`src/rtl/msk_and_pipe.sv`:
```
// msk_and_pipe: W-lane, d-share domain-oriented masked AND with a
// valid/ready handshake on data, randomness and output. Stage 1 holds the
// refreshed partial products. Share compression is either registered
// (OUT_REG=1, latency 2) or combinational from stage 1 (OUT_REG=0, latency 1).
module msk_and_pipe #(
  parameter int d       = 2,
  parameter int W       = 8,
  parameter bit OUT_REG = 1'b1
) (
  input  logic                     clk,
  input  logic                     rst_n,
  input  logic                     in_valid,
  output logic                     in_ready,
  input  logic [W*d-1:0]           ina,
  input  logic [W*d-1:0]           inb,
  input  logic                     rnd_valid,
  output logic                     rnd_ready,
  input  logic [W*(d*(d-1)/2)-1:0] rnd,
  output logic                     out_valid,
  input  logic                     out_ready,
  output logic [W*d-1:0]           out
);
  localparam int N_RND = d*(d-1)/2;
  localparam int NS1   = W*d*d;

  // Offset of the random shared by share pair (i, j) within one lane's slice.
  function automatic int pair_off(input int i, input int j);
    int lo;
    int hi;
    lo = (i < j) ? i : j;
    hi = (i < j) ? j : i;
    return lo*d - lo*(lo+1)/2 + (hi-1-lo);
  endfunction

  // Partial products and refresh bits are kept as distinct nets so synthesis
  // cannot merge domains before they are registered.
  (* keep = "true" *) logic [NS1-1:0] prod;
  (* keep = "true" *) logic [NS1-1:0] rfr;
  (* keep = "true" *) logic [NS1-1:0] pp;

  for (genvar k = 0; k < W; k++) begin : g_lane
    for (genvar i = 0; i < d; i++) begin : g_row
      for (genvar j = 0; j < d; j++) begin : g_col
        localparam int IDX = (k*d + i)*d + j;
        assign prod[IDX] = ina[k*d+i] & inb[k*d+j];
        if (i == j) begin : g_diag
          assign rfr[IDX] = 1'b0;
        end else begin : g_pair
          assign rfr[IDX] = rnd[k*N_RND + pair_off(i, j)];
        end
        assign pp[IDX] = prod[IDX] ^ rfr[IDX];
      end
    end
  end

  logic                              fire;
  logic                              adv1;
  logic                              vld_p1;
  (* keep = "true" *) logic [NS1-1:0] s1_p1;
  logic [W*d-1:0]                    xr_p1;

  // A new operation needs both fresh randomness and room in stage 1.
  assign fire      = in_valid & in_ready;
  assign in_ready  = rnd_valid & (~vld_p1 | adv1);
  assign rnd_ready = fire;

  // ---- stage 1 boundary ----
  // Stage-1 valid: set on accept, cleared when the item moves on.
  always_ff @(posedge clk or negedge rst_n) begin
    if (!rst_n)    vld_p1 <= 1'b0;
    else if (fire) vld_p1 <= 1'b1;
    else if (adv1) vld_p1 <= 1'b0;
  end

  // Stage-1 products load only on accept and otherwise hold.
  always_ff @(posedge clk or negedge rst_n) begin
    if (!rst_n)    s1_p1 <= '0;
    else if (fire) s1_p1 <= pp;
  end

  // Share compression: output share i is the XOR across row i of stage 1.
  always_comb begin
    xr_p1 = '0;
    for (int k = 0; k < W; k++)
      for (int i = 0; i < d; i++)
        for (int j = 0; j < d; j++)
          xr_p1[k*d+i] = xr_p1[k*d+i] ^ s1_p1[(k*d+i)*d+j];
  end

  // ---- stage 2 boundary ----
  if (OUT_REG) begin : g_oreg
    logic                                vld_p2;
    (* keep = "true" *) logic [W*d-1:0] s2_p2;

    assign adv1      = vld_p1 & (~vld_p2 | out_ready);
    assign out_valid = vld_p2;
    assign out       = s2_p2;

    // Stage-2 valid: filled from stage 1, emptied when downstream accepts.
    always_ff @(posedge clk or negedge rst_n) begin
      if (!rst_n)         vld_p2 <= 1'b0;
      else if (adv1)      vld_p2 <= 1'b1;
      else if (out_ready) vld_p2 <= 1'b0;
    end

    // Stage-2 compressed shares load only when stage 1 advances.
    always_ff @(posedge clk or negedge rst_n) begin
      if (!rst_n)    s2_p2 <= '0;
      else if (adv1) s2_p2 <= xr_p1;
    end
  end else begin : g_ocomb
    assign adv1      = vld_p1 & out_ready;
    assign out_valid = vld_p1;
    assign out       = xr_p1;
  end

endmodule

```
`config.mk`:
```
export PLATFORM = sky130hd
export DESIGN_NAME = msk_and_pipe
export DESIGN_NICKNAME = d
export VERILOG_FILES = /design/src/rtl/msk_and_pipe.sv
export SDC_FILE = /design/constraint.sdc
export NUM_CORES = 1
export LEC_CHECK = 0
export CORE_MARGIN = 2
export CORE_UTILIZATION = 26
export DETAILED_ROUTE_END_ITERATION = 8
export GPL_TIMING_DRIVEN = 1
export MAX_ROUTING_LAYER = met4
export SLEW_MARGIN = 20
export SYNTH_ARGS = -nofsm -noshare
export SYNTH_HDL_FRONTEND = slang
export SYNTH_SLANG_ARGS = --single-unit
```
`constraint.sdc`:
```
create_clock -name clk -period 2 [get_ports clk]
set_clock_uncertainty 0.05 [all_clocks]
set_input_delay 0.3 -clock clk [delete_from_list [all_inputs] [get_ports clk]]
set_output_delay 0.3 -clock clk [all_outputs]
set_load 0.005 [all_outputs]
```
==> summary.md <==
| Metric | Value |
|---|---|
| Final ANT Viol Nets | `0` |
| Cell area after synthesis | `0.00263 sq mm` |
| Clock power frac | `22.4%` |
| Initial Util | `26.8%` |
| GP Congestion | `0.718` |
| Final Hold Fails | `0` |
| Share of cells above drive strength 1 | `25.8%` |
| CTS Buf Count | `5` |
| CTS max path bufs | `2` |
| Arrival @ worst endpoint | `1.61 ns` |
| Hold path cells | `1` |
| Clk slew on worst S/H paths | `0.10 ns` |
| Share of power burned in combinational logic | `31.6%` |
| Core ar. | `0.00982 sq mm` |
| # diodes | `0` |
| Highest Clock Rate | `0.510 GHz` |
| Sink Count | `50` |
| TritonCTS clock tree | `yes` |
| Initial antenna violation count | `0` |
| Outcome | `complete, no violations` |
| Commonest non-fill, non-tap cell in the layout | `clkdlybuf4s50_1` |
| Launch point of the worst path | `out_ready` |
| Leakage power | `1.52 nW` |
| Via-to-Cell Ratio | `3.90` |
| Global route total overflow | `0` |
| DR iter-0 viols | `46` |
| Remaining DRCs | `0` |
| Tcrit/Tclk final | `98.0%` |
| First-pass GRT wire length | `7.71 mm` |
| Critical Path RT | `1.65 ns` |
| Avg Cell Area, Syn | `13.8 sq um` |
| Sequential power share | `46.0%` |
| Hold Crit Class | `flop to flop` |
| Die Area | `0.0109 sq mm` |
| Syn. warnings | `0` |
| Commonest non-fill, non-tap cells in the layout | `clkdlybuf4s50_1, dfrtp_1, and2_1, xor2_1, mux2_4` |
| Worst Setup EP | `in_ready` |
| Critical Path Sink Type | `output pin` |
| Maximum vdd ir drop | `0.261 mV` |
| H-tree depth | `2` |
| Internal power | `0.00239 W` |
| Synth Net Count | `236` |
| Kind of critical path | `primary input to output pin` |
| Routed WL | `4.64 mm` |
| Finished layout cell area | `0.00342 sq mm` |
| Vias post-DR | `1,484` |
| Pwr dens | `930 mW/mm^2` |
| CP startpoint kind | `primary input` |
| Layout area overhead | `29.8%` |
| Row Count | `36` |
| Final setup viols | `0` |
| Reg-to-reg endpoint | `s1_p1[19]` |
| Wirelength per Cell | `12.2 microns` |
| Cells after DPL | `371` |
| Rel. slew slack | `63.0%` |
| Non-filler cells, final | `381` |
| Root Driver | `clkbuf_8` |
| # Max-Cap Violations | `0` |
| FF/Latch Area | `0.00125 sq mm` |
| Total Routing Usage GR | `9.17%` |
| DRT Pass-1 Iters | `4` |
| Net switching power | `0.000786 W` |
| Final hold slack | `0.433 ns` |
| Cell Area, Placed | `0.00329 sq mm` |
| Worst Reg-to-Reg Cells | `5` |
| Number of nets in the layout | `292` |
| R2r setup slk | `0.31 ns` |
| Pin count of the biggest net entering global routing | `28` |
| Vias in the first global route | `1,552` |
| Slew Viols, Final | `0` |
| Reg2Reg Launch Point | `out_valid` |
| Area of the multi-input gates | `0.00118 sq mm` |
| IO Count | `64` |
| Crit path max fanout | `2` |
| Die H | `105 microns` |
| Post-layout min period | `1.96 ns` |
| Die W | `105 microns` |
| Cells after synthesis | `191` |
| I/O Buffers | `63` |
| Sw Share | `24.7%` |
| Clock latency at the later pin of the worst-skew pair | `0.30 ns` |
| Worst Max-Slew Pin Slew | `0.555 ns` |
| Post-DP HPWL | `3.53 mm` |
| Fillcell total | `1,003` |
==> stage by stage <==
step	TNS (ns)	total power [W]	utilization, %	setup WS, ns
2_1_floorplan	0	0.00217	-	0.623
3_3_place_gp	-0.369	0.00248	33.5	-0.0530
3_5_place_dp	-0.149	0.00251	33.5	-0.0382
4_1_cts	0	0.00324	34.7	0.00308
5_1_grt	-0.00933	0.00337	34.8	-0.00933
6_report	0	0.00318	34.8	0.0390
==> sequential cells by signal (all words and copies together), names as in the netlist <==
register   flops
out_valid      1
vld_p1         1
s1_p1         32
out           16
==> how the worst min path moves through the flow <==
stage	endpoint	from	slack [ns]
floorplan	out[0]	rst_n	-0.05
global placement	s1_p1[26]	rst_n	0.27
detailed placement	s1_p1[26]	rst_n	0.26
CTS	out_valid	vld_p1	0.43
global route	out_valid	vld_p1	0.45
finish	out_valid	vld_p1	0.43
==> per-layer routing <==
metal | vias up | wire length [microns] | global-route usage (%)
li1 | 724 | - | -
met1 | 714 | 2230 | 11.8
met2 | 41 | 2090 | 14.1
met3 | 5 | 273 | 2.93
met4 | 0 | 49 | 2.29
met5 | - | 0 | -
==> power by group through the flow <==
stage          Sequential, W  Combinational (W)  Clock [W]
6_report             0.00146            0.00100   0.000713
5_1_grt              0.00150            0.00108   0.000789
4_1_cts              0.00147            0.00103   0.000741
3_5_place_dp         0.00149            0.00102          0
3_3_place_gp         0.00148            0.00100          0
2_1_floorplan        0.00143           0.000733          0
==> layout make-up <==
type / count / area share, %
clock inverters: 2 / 1.10
flip-flops and latches: 50 / 36.6
repair buffers: 70 / 20.6
well taps: 133 / 4.87
multi-input cells: 120 / 34.7
clock buffers: 6 / 2.12
==> critical path, cell delays in order <==
cell and delay (ns):
clkdlybuf4s50_1 0.52, nand3b_1 0.15, and2_4 0.15, clkdlybuf4s50_1 0.49
==> what timing repair did <==
action / CTS / global route
hold endpoints to repair: 23 / 0
gates cloned: 0 / 0
buffers inserted: 0 / 1
resized for setup: 2 / 0
endpoints found under the setup margin: 2 / 1
hold buffers: 1 / 0
(Power assumes the default switching activity.)
